===== src/rtl/rr_mux_arbiter_4.sv =====
// rr_mux_arbiter_4: round-robin arbiter driving a 4:1 mux into one registered output slot
module rr_mux_arbiter_4 #(
  parameter int WIDTH = 4
) (
  input  logic             clk,
  input  logic             rst,
  input  logic [3:0]       in_valid,
  input  logic [WIDTH-1:0] d0,
  input  logic [WIDTH-1:0] d1,
  input  logic [WIDTH-1:0] d2,
  input  logic [WIDTH-1:0] d3,
  output logic [3:0]       in_ready,
  output logic             out_valid,
  input  logic             out_ready,
  output logic [WIDTH-1:0] out_data,
  output logic [1:0]       out_src
);
  localparam logic EMPTY = 1'b0;
  localparam logic FULL  = 1'b1;
  logic             state_q, state_d;
  logic [WIDTH-1:0] data_q, data_d;
  logic [1:0]       src_q, src_d, last_q, last_d, win;
  logic             found, can_accept, xfer;
  logic [WIDTH-1:0] sel_data;
  logic [1:0]       idx;
  // search priority order last+1 .. last+4 for the first valid requester
  always_comb begin
    win   = last_q;
    found = 1'b0;
    idx   = last_q;
    for (int k = 1; k <= 4; k++) begin
      idx = last_q + 2'(k);
      if (!found && in_valid[idx]) begin
        win   = idx;
        found = 1'b1;
      end
    end
  end
  assign can_accept = (state_q == EMPTY) | out_ready;
  assign xfer       = !rst && can_accept && found;
  assign in_ready   = xfer ? 4'(4'b0001 << win) : 4'b0000;
  assign sel_data   = win == 2'd0 ? d0 : win == 2'd1 ? d1 : win == 2'd2 ? d2 : d3;
  assign out_valid  = state_q == FULL;
  assign out_data   = data_q;
  assign out_src    = src_q;
  // load the winner on a transfer, otherwise drain or hold the slot
  always_comb begin
    state_d = xfer ? FULL : (state_q == FULL && out_ready) ? EMPTY : state_q;
    data_d  = xfer ? sel_data : data_q;
    src_d   = xfer ? win : src_q;
    last_d  = xfer ? win : last_q;
  end
  // output slot and priority pointer; last=3 after reset puts requester 0 first
  always_ff @(posedge clk or posedge rst) begin
    if (rst) begin
      state_q <= EMPTY;
      data_q  <= '0;
      src_q   <= 2'd0;
      last_q  <= 2'd3;
    end else begin
      state_q <= state_d;
      data_q  <= data_d;
      src_q   <= src_d;
      last_q  <= last_d;
    end
  end
endmodule

===== config.mk =====
export PLATFORM = sky130hd
export DESIGN_NAME = rr_mux_arbiter_4
export DESIGN_NICKNAME = d
export VERILOG_FILES = /design/src/rtl/rr_mux_arbiter_4.sv
export SDC_FILE = /design/constraint.sdc
export NUM_CORES = 1
export LEC_CHECK = 0
export BUFFER_PORTS_ARGS = -buffer_cell sky130_fd_sc_hd__buf_2
export CELL_PAD_IN_SITES_DETAIL_PLACEMENT = 1
export CELL_PAD_IN_SITES_GLOBAL_PLACEMENT = 2
export CORE_MARGIN = 8
export CORE_UTILIZATION = 23
export CTS_CLUSTER_DIAMETER = 200
export DETAILED_ROUTE_END_ITERATION = 16
export PLACE_DENSITY_LB_ADDON = 0.1
export SLEW_MARGIN = 20
export SYNTH_ARGS = -nofsm -noshare
export SYNTH_HDL_FRONTEND = slang
export SYNTH_SLANG_ARGS = --single-unit

===== constraint.sdc =====
create_clock -name clk -period 2.1 [get_ports clk]
set_input_delay 0.21 -clock clk [delete_from_list [all_inputs] [get_ports clk]]
set_output_delay 0.21 -clock clk [all_outputs]
set_load 0.1 [all_outputs]

==> metrics, run 1 <==
status=completed; worst slew pin tran=0.491 ns; Setup CP Type=flip-flop to primary output; combinational family with the most area after synthesis=simple AND/OR/NAND/NOR gates; Tot Pwr=1.32 mW; worst reg2reg endpoint=out_data[3]; Clock Latency Late Sink=0.27 ns; leakage power=0.447 nW; sequential power share=21.2%; Design Area, Final=991 um2; Sw Ratio=58.5%; Fin. Hold Viols=0; fin crit share=96.5%; TritonCTS clock tree=built; Max IR drop VDD=0.000747 V; H-tree Lvls=1; DRT iter0 DRCs=18; final hold slack=0.101 ns; Worst setup startpoint=last_q[1]; f_max=493 MHz; cell count of the worst reg-to-reg path=6; DR WL/cell=16.6 um; CP Data Arrival Time=1.82 ns; CTS Buffer Depth=2; CP Capture Type=primary output; ratio of cells with drive above 1 in the final layout=61.3%; Switching Power=774 uW; root buf cell=clkbuf_4; Finished Layout Cells=136; Seq/Total Area, Yosys=38.9%; slack of the critical path=0.0735 ns; max-slew violations=0; Max-Cap Viols=0; Num Clock Sinks=9; RePlAce Congestion=0.704; synthesis-to-finish area growth=69.2%; placed instance count=130; FF-to-FF setup slack=0.24 ns; RSZ-0062 raised after global routing=yes; crit path time final=2.03 ns; # rows=18; XOR/XNOR share of the synthesized area=0%; Worst setup endpoint=in_ready[3]; Synth Area in Simple Gates=28.6%; grt ovf=0; Port Buffer Count=33; vias=663; clock power share=10.6%; Synth Area in Compound Gates=21.6%; mux cell area share after synthesis=6.84%; skew final=0.00761 ns; first-pass GRT wire length=3410 um; Cell Area, Synth=586 um2; Die ar.=4420 um2; Mean Syn Cell Area=9.60 um2; Synth cell types=28; number of global-route vias before repair=732; utilization after layout=40.4%; vias per cell=4.88; initial core utilization=23.9%; Worst R2R Start=last_q[1]; Gate Count Post-Synth=61; dpl cell area=878 um2; largest net degree at the start of global routing=11; Num CTS Buffers=3; Core ar.=2450 um2; Post-Route Setup TNS=0 ns; area share of fa/ha/maj cells after synthesis=0%; Synth Register Bits=9; ant diodes=0; worst min path class=input port to async pin; Power Density=1340 nW/um2; # nets final=130; Routed Antenna Nets=0; Post-Place Worst Slack=0.00568 ns; Slew HR=67.5%; syn nets=84; clock-pin slew on the worst setup and hold paths=0.07 ns; Startpoint Class=flip-flop; total wire length=2260 um; worst-path fanout max=4; Worst Path Required=1.89 ns; Die Wd=66.5 um; Comb pwr share=68.2%; boundary pin count=34; Ys Warns=0; Remaining DRCs=0; Pre-Repair DR Iteration Count=4; Final setup viols=0; initial antenna violation count=0; dpl hpwl=1720 um; Die Ht=66.5 um; total global routing track utilization=10.1%; Int Pwr=549 uW
## final cells by class
type | instances | area [um2]
inverter | 2 | 7.51
multi-input combinational | 48 | 404
clock buffer | 3 | 22.5
fill | 298 | 1460
sequential | 9 | 229
tap | 30 | 37.5
timing repair buffer | 43 | 285
clock inverter | 1 | 5.00
## synthesized netlist by cell type
| master | count | area, um2 |
|---|---|---|
| nor4_2 | 1 | 12.5 |
| a21bo_2 | 1 | 10.0 |
| and2_2 | 2 | 15.0 |
| nand2_1 | 4 | 15.0 |
| mux2i_1 | 4 | 40.0 |
| or2b_1 | 1 | 7.51 |
| nand2b_1 | 3 | 18.8 |
| a32oi_1 | 4 | 35.0 |
| or4_4 | 1 | 11.3 |
| o31ai_1 | 1 | 7.51 |
| o211ai_1 | 4 | 30.0 |
| nand3_4 | 1 | 17.5 |
| and3_2 | 1 | 7.51 |
| dfrtp_1 | 7 | 175 |
| buf_6 | 1 | 11.3 |
| nor3_1 | 1 | 5.00 |
| buf_2 | 1 | 5.00 |
| dfstp_2 | 2 | 52.6 |
| nor3b_1 | 1 | 7.51 |
| nand3_1 | 4 | 20.0 |
| o21ai_0 | 3 | 15.0 |
| inv_1 | 2 | 7.51 |
| a21oi_1 | 3 | 15.0 |
| a31oi_1 | 1 | 6.26 |
| nor2_1 | 4 | 15.0 |
| a21boi_0 | 1 | 7.51 |
| nor2b_1 | 1 | 6.26 |
| or2b_2 | 1 | 8.76 |
## registers in the layout, summed over array words and instances (netlist names)
name       count
out_src        2
out_data       4
last_q         2
out_valid      1
## placed cells by master, fill, tap and decap left out, types with 3 or more instances in the layout
cell,netlist,routed
dfrtp_1,7,6
buf_4,0,9
mux2i_1,4,4
nand2_1,4,3
clkbuf_4,0,3
o211ai_1,4,4
nand3_1,4,4
a32oi_1,4,4
buf_2,1,29
nand2b_1,3,3
o21ai_0,3,3
## cells by family after synthesis
kind of cell           Yosys count
and+or+nand+nor                 26
AOI/OAI and AO/OA               18
DFF                              9
muxes                            4
buffers and inverters            4
## layer usage
metal  routed length (um)  up-vias  track usage, %
met2                 1160       24            16.5
met3                  150        2            4.53
li1                     -      321               -
met4                   10        0            2.40
met1                  935      316            11.6
met5                    0        -               0
## critical path, cell delays in order, from the launching register on
cell and delay (ns):
dfstp_2 0.54, buf_4 0.13, nand2_1 0.07, a21oi_2 0.29
o31ai_4 0.16, nor2_4 0.13, buf_6 0.23
## repair_timing
action                                  CTS  global route
buffers inserted                          2             0
endpoints found under the hold margin     3             0
endpoints found under the setup margin    4             4
pin swaps                                 0             3
resized for setup                         8             7
hold buffers                              1             0
## power by group through the flow
stage | Sequential, mW | Combinational (mW) | Clock [mW]
floorplan | 0.638 | 0.281 | 0
global placement | 0.281 | 0.844 | 0
detailed placement | 0.281 | 0.853 | 0
CTS | 0.281 | 0.881 | 0.145
global route | 0.289 | 0.938 | 0.154
finish | 0.281 | 0.903 | 0.140
## worst min-delay path by stage
stage | startpoint | end | slack [ns] | cells after the start
CTS | rst | last_q[0] | 0.12 | 2
global route | rst | last_q[0] | 0.13 | 2
floorplan | rst | out_data[0] | 0.08 | 1
global placement | rst | out_data[2] | 0.18 | 2
finish | rst | out_src[0] | 0.10 | 3
detailed placement | rst | out_data[2] | 0.19 | 2
(Power assumes the default switching activity.)
==> inputs of run 2 (changes only) <==
- CORE_UTILIZATION: 23 -> 20
- clock period: 2.1 -> 1.8 ns (I/O delays scaled with it)
==> run 2 against run 1 <==
- the flow now finishes with violations (negative setup slack)
- combinational power increased by 38%
- first-iteration DRC count decreased by 33%
- cell count increased by 10%
- critical path depth increased by 2
- core utilization increased by 1.9 points
- sequential cell count unchanged
==> metrics, run 2 (synthesized netlist as in run 1, its figures left out) <==
initial core utilization=21.1% (-2.8 points); ratio of cells with drive above 1 in the final layout=70.6% (+9.3 points); Setup CP Type=flip-flop to primary output; status=finished with violations; crit-path max cell delay=0.56 ns (+0.02 ns); final hold slack=0.00761 ns (-0.0931 ns); Remaining DRCs=0 (unchanged); max reg flops=4 (unchanged); f_max=501 MHz; RSZ-0062 raised after global routing=yes; Final setup viols=5 (+5); clock-pin slew on the worst setup and hold paths=0.07 ns (about the same); Num Clock Sinks=9 (unchanged); worst min path class=input port to async pin; leakage power=0.532 nW (+19%); DRT iter0 DRCs=12 (-6); Clock Latency Late Sink=0.25 ns (-0.02 ns); # rows=19 (+1); total wire length=2310 um (+2.3%); # nets final=143 (+10%); skew final=0.00677 ns (-0.000841 ns); Pre-Repair DR Iteration Count=3 (-1); most common cell after layout, fill and taps aside=buf_2; fin crit share=111%; slack of the critical path=-0.197 ns (-0.271 ns); Fin. Hold Viols=0 (unchanged); Die ar.=4920 um2 (+11%); Worst setup endpoint=in_ready[3]; Worst Path Required=1.62 ns (-0.27 ns); Startpoint Class=flip-flop; largest net degree at the start of global routing=10 (-1); Die Wd=70.1 um (+5.5%); boundary pin count=34 (unchanged); Die Ht=70.1 um (+5.5%); TritonCTS clock tree=built; Power Density=1480 nW/um2 (+11%); CP Capture Type=primary output; Num CTS Buffers=3 (unchanged); placed instance count=138 (+6.2%); slowest CP cell=dfstp_2; FF-to-FF setup slack=-0.03 ns (-0.27 ns); worst slew pin tran=0.489 ns (-0.00209 ns); Max-Cap Viols=0 (unchanged); worst-path fanout max=5 (+1); dpl hpwl=1830 um (+6.0%); root buf cell=clkbuf_4; FF/Latch Area=231 um2 (+1.1%); Routed Antenna Nets=0 (unchanged); ant diodes=0 (unchanged); WP buf/inv=4 (+2); Multi-input gate area=430 um2 (+6.5%); fillers=326 (+9.4%); synthesis-to-finish area growth=101%; crit path time final=2.00 ns; CP Data Arrival Time=1.82 ns (about the same); CP cell instances=buf_6 > nand2_2 > a21oi_2 > buf_4 > o31ai_4 > buf_12 > nor2_4 > buf_12; initial antenna violation count=0 (unchanged); RePlAce Congestion=0.789 (+12%); cell count of the worst reg-to-reg path=10 (+4); failing checks=negative setup slack; Post-Route Setup TNS=-0.739 ns (-0.739 ns); first-pass GRT wire length=3840 um (+13%); Critical Path Most Common Cell=buf_12; leading cell types in the layout, fill and taps excluded=buf_2, buf_4, buf_6, dfrtp_1, buf_12; Slew HR=67.6% (+0.14 points); Finished Layout Cells=150 (+10%); grt ovf=0 (unchanged); critical path depth=8 (+2); Worst setup startpoint=last_q[1]; vias per cell=4.75 (-2.6%); Worst R2R Start=last_q[1]; number of global-route vias before repair=797 (+8.9%); DR WL/cell=15.4 um (-7.2%); CTS Buffer Depth=2 (unchanged); Port Buffer Count=33 (unchanged); vias=712 (+7.4%); H-tree Lvls=1 (unchanged); worst reg2reg endpoint=out_data[2]; Max IR drop VDD=0.000877 V (+17%); Core ar.=2780 um2 (+13%); CP top delay family=buffers and inverters; max-slew violations=0 (unchanged); total global routing track utilization=9.36% (-0.70 points)
run 2: cell count changes in the layout (fill, tap and decap cells not counted), moves of 2 or more:
cell,previous run,this run
buf_12,2,5
buf_4,9,14
buf_6,2,8
mux2i_1,4,2
mux2i_2,0,2
run 2: worst reg2reg max path, stage by stage, from the launching register on:
cell and delay (ns):
dfstp_2 0.56, buf_6 0.12, nor3_4 0.03, a31oi_2 0.17, buf_4 0.15, nand2b_4 0.07
buf_6 0.12, buf_6 0.11, buf_6 0.11, mux2i_2 0.15, o211ai_1 0.11
run 2: area by class of cell:
type,count,area share [%]
repair buffers,56,37.5
well taps,31,3.30
multi-input cells,48,36.6
clock buffers,4,2.24
inverters,2,0.639
flip-flops and latches,9,19.7
run 2: worst min path at each step:
stage / startpoint / endpoint / slack, ns / depth (start not counted)
final: rst / out_data[3] / 0.008 / 3
after global routing: rst / out_data[3] / 0.03 / 3
after CTS: rst / out_data[2] / 0.007 / 3
after detailed placement: rst / out_data[3] / 0.28 / 3
after global placement: rst / out_data[2] / 0.27 / 3
after floorplan: rst / out_data[0] / 0.05 / 1
run 2: what timing repair did:
item,in CTS,in global routing
setup buffers,4,4
resized for setup,11,16
pin swaps,5,10
hold buffers,0,0
setup endpoints to repair,8,9
run 2: routing by layer:
layer | track usage (%) | vias up | share of wire (%)
li1 | - | 349 | -
met1 | 12.0 | 343 | 45
met2 | 14.6 | 18 | 49
met4 | 2.68 | 0 | 0.61
met3 | 2.82 | 2 | 5.5
met5 | 0 | - | 0
run 2: where the power goes:
part           internal (mW)  switching (mW)  total (mW)
sequential             0.284          0.0457       0.330
combinational          0.435           0.819        1.25
clock                 0.0852          0.0686       0.154
run 2: per-stage QoR:
| step | util, % | total power, mW | worst slack [ns] | cell area (um2) |
|---|---|---|---|---|
| floorplan | - | 1.09 | -0.0541 | 621 |
| global placement | 34.7 | 1.39 | -0.0849 | 966 |
| detailed placement | 34.7 | 1.39 | -0.153 | 966 |
| CTS | 38.5 | 1.65 | -0.199 | 1070 |
| global route | 42.2 | 1.83 | -0.256 | 1170 |
| finish | 42.2 | 1.74 | -0.197 | 1170 |
==> inputs of run 3 (changes only) <==
- ABC_AREA: default -> 1
- CORE_UTILIZATION: 20 -> 22
==> run 3 against run 2 <==
- the run still ends with negative setup slack left
- clock skew fell by 0.0060 ns
- count of clock-buffer cells in the layout did not move
- design area rose by 54%
==> metrics, run 3 <==
Synth Flop Type=dfrtp_1; H-tree Lvls=1 (unchanged); area share of fa/ha/maj cells after synthesis=0% (unchanged); Setup CP Type=flip-flop to flip-flop; Worst R2R Start=last_q[0]; utilization after layout=45.5% (+3.2 points); XOR/XNOR share of the synthesized area=0% (unchanged); Gate Count Post-Synth=135 (+120%); largest net degree at the start of global routing=10 (unchanged); Routed Antenna Nets=0 (unchanged); combinational family with the most area after synthesis=simple AND/OR/NAND/NOR gates; Remaining DRCs=0 (unchanged); # nets final=240 (+68%); CTS Buffer Depth=2 (unchanged); worst hold start=out_ready; Die Wd=80.1 um (+14%); max reg flops=4 (unchanged); worst reg2reg endpoint=out_valid; Post-synth top cells=nand2_1, inv_1, nand3_1; count leader, synth=nand2_1; syn nets=158 (+88%); Synth Area in Simple Gates=55.3% (+27 points); Worst Hold End=out_valid; status=finished with violations; synthesis-to-finish area growth=99.6%; Num CTS Buffers=3 (unchanged); Synth cell types=23 (-18%); Die ar.=6420 um2 (+31%); f_max=426 MHz (-15%); hold depth=4; grt ovf=0 (unchanged); Post-Route Setup TNS=-5.93 ns (-5.19 ns); vias=1133 (+59%); clock-pin slew on the worst setup and hold paths=0.05 ns (-0.02 ns); Slew HR=67.1% (-0.47 points); CP Capture Type=flip-flop; Die Ht=80.1 um (+14%); crit path time final=2.35 ns (+0.348 ns); cell count of the worst reg-to-reg path=17 (+7); Worst Path Required=1.97 ns (+0.35 ns); Final setup viols=13 (+8); total wire length=3380 um (+47%); Seq/Total Area, Yosys=25.2% (-14 points); Port Buffer Count=33 (unchanged); skew final=0.000800 ns (-0.00597 ns); Core ar.=3970 um2 (+43%); slack of the critical path=-0.545 ns (-0.348 ns); ant diodes=0 (unchanged); Synth Register Bits=9 (unchanged); FF-to-FF setup slack=-0.55 ns (-0.52 ns); Startpoint Class=flip-flop; initial core utilization=22.8% (+1.7 points); vias per cell=4.26 (-10%); Clock Latency Late Sink=0.24 ns (about the same); number of global-route vias before repair=1241 (+56%); final hold slack=0.266 ns (+0.258 ns); Max-Cap Viols=0 (unchanged); post-synth top area share=21.6% (-8.3 points); initial antenna violation count=0 (unchanged); area leader, netlist=nand2_1; mux cell area share after synthesis=0% (-6.8 points); Num Clock Sinks=9 (unchanged); Synth Area in Compound Gates=6.92% (-15 points); DRT iter0 DRCs=28 (+16); Design Area, Final=1810 um2 (+54%); RSZ-0062 raised after global routing=yes; RePlAce Congestion=0.765 (-3.0%); Mean Syn Cell Area=6.70 um2 (-30%); EDFF count, synth=0 (unchanged); Fin. Hold Viols=0 (unchanged); CP Data Arrival Time=2.52 ns (+0.70 ns); Cell Area, Synth=905 um2 (+54%); boundary pin count=34 (unchanged); worst slew pin tran=0.496 ns (+0.00707 ns); dpl hpwl=2550 um (+39%); root buf cell=clkbuf_8; DR WL/cell=12.7 um (-17%); leading cell types in the layout, fill and taps excluded=nand2_1, buf_4, buf_2, nand2_4; max-slew violations=0 (unchanged); asr flop ratio synth=100% (unchanged); failing checks=negative setup slack; first-pass GRT wire length=5620 um (+46%); # rows=23 (+4); Pre-Repair DR Iteration Count=3 (unchanged); dpl cell area=1400 um2 (+45%); top post-synthesis cells by area=nand2_1, dfrtp_1, nand2_4, nand3_2, dfstp_2; TritonCTS clock tree=built; total global routing track utilization=10.8% (+1.5 points); Ys Warns=0 (unchanged); worst min path class=input port to flip-flop; ratio of cells with drive above 1 in the final layout=65.7% (-4.8 points); fin crit share=130% (+19 points); worst-path fanout max=6 (+1)
==> run 3: cell types whose count changed after synthesis, moves of 6 or more <==
| cell | previous run | this run |
|---|---|---|
| nand2_1 | 4 | 52 |
| inv_1 | 2 | 12 |
| inv_2 | 0 | 7 |
| nand2_4 | 0 | 7 |
| nand2_2 | 0 | 6 |
| nand3_1 | 4 | 10 |
| nand3_2 | 0 | 6 |
==> run 3: what timing repair did <==
action | CTS | global route
buffers inserted | 21 | 4
endpoints found under the hold margin | 7 | 0
pin swaps | 9 | 12
setup endpoints to repair | 12 | 13
hold buffers | 1 | 0
gates resized for setup | 31 | 11
==> run 3: worst max path at each step <==
stage                   start           to  slack [ns]  depth (start not counted)
global route        last_q[0]    out_valid       -0.67                         17
floorplan           last_q[0]  in_ready[0]       -0.53                         12
detailed placement  last_q[0]  in_ready[3]       -0.32                         14
CTS                 last_q[0]    out_valid       -0.55                         16
finish              last_q[0]    out_valid       -0.55                         17
global placement    last_q[0]  in_ready[3]       -0.32                         14
==> run 3: per-layer routing <==
layer / vias up / track usage [%] / wire length, um
li1: 577 / - / -
met2: 21 / 20.7 / 1920
met5: - / 0 / 0
met1: 535 / 12.0 / 1340
met3: 0 / 2.68 / 127
met4: 0 / 1.09 / 0
==> run 3: cells by family after synthesis <==
kind of cell           Yosys count
AND/OR/NAND/NOR                 91
AO/OA/AOI/OAI                   11
buffers and inverters           24
flip-flops                       9
==> run 3: metrics by stage <==
step / setup WS, ns / instances
floorplan: -0.533 / 135
global placement: -0.316 / 236
detailed placement: -0.325 / 236
CTS: -0.550 / 262
global route: -0.668 / 266
finish: -0.545 / 266
==> run 3: final cells by class <==
cell class | count | area, um2
Inverter | 22 | 98.8
Tap cell | 50 | 62.6
Timing Repair Buffer | 79 | 646
Fill cell | 489 | 2170
Multi-Input combinational cell | 102 | 726
Clock buffer | 4 | 45.0
Sequential cell | 9 | 228
==> run 3: worst max-delay path: stages (launching register included) <==
cell and delay (ns):
dfstp_2 0.60, buf_12 0.14, nand2_4 0.05, nand2_4 0.08
nand2_4 0.07, nand2_8 0.10, nor2_8 0.04, nand4_1 0.08
nand2_1 0.09, buf_4 0.14, buf_4 0.12, buf_4 0.12
buf_4 0.12, buf_4 0.12, buf_4 0.12, buf_4 0.12
buf_4 0.12, nand2_1 0.05
Power of run 3 is left out: the tool's default activity adds up to more than one toggle a clock period on the data nets, which glitch-free logic cannot reach.
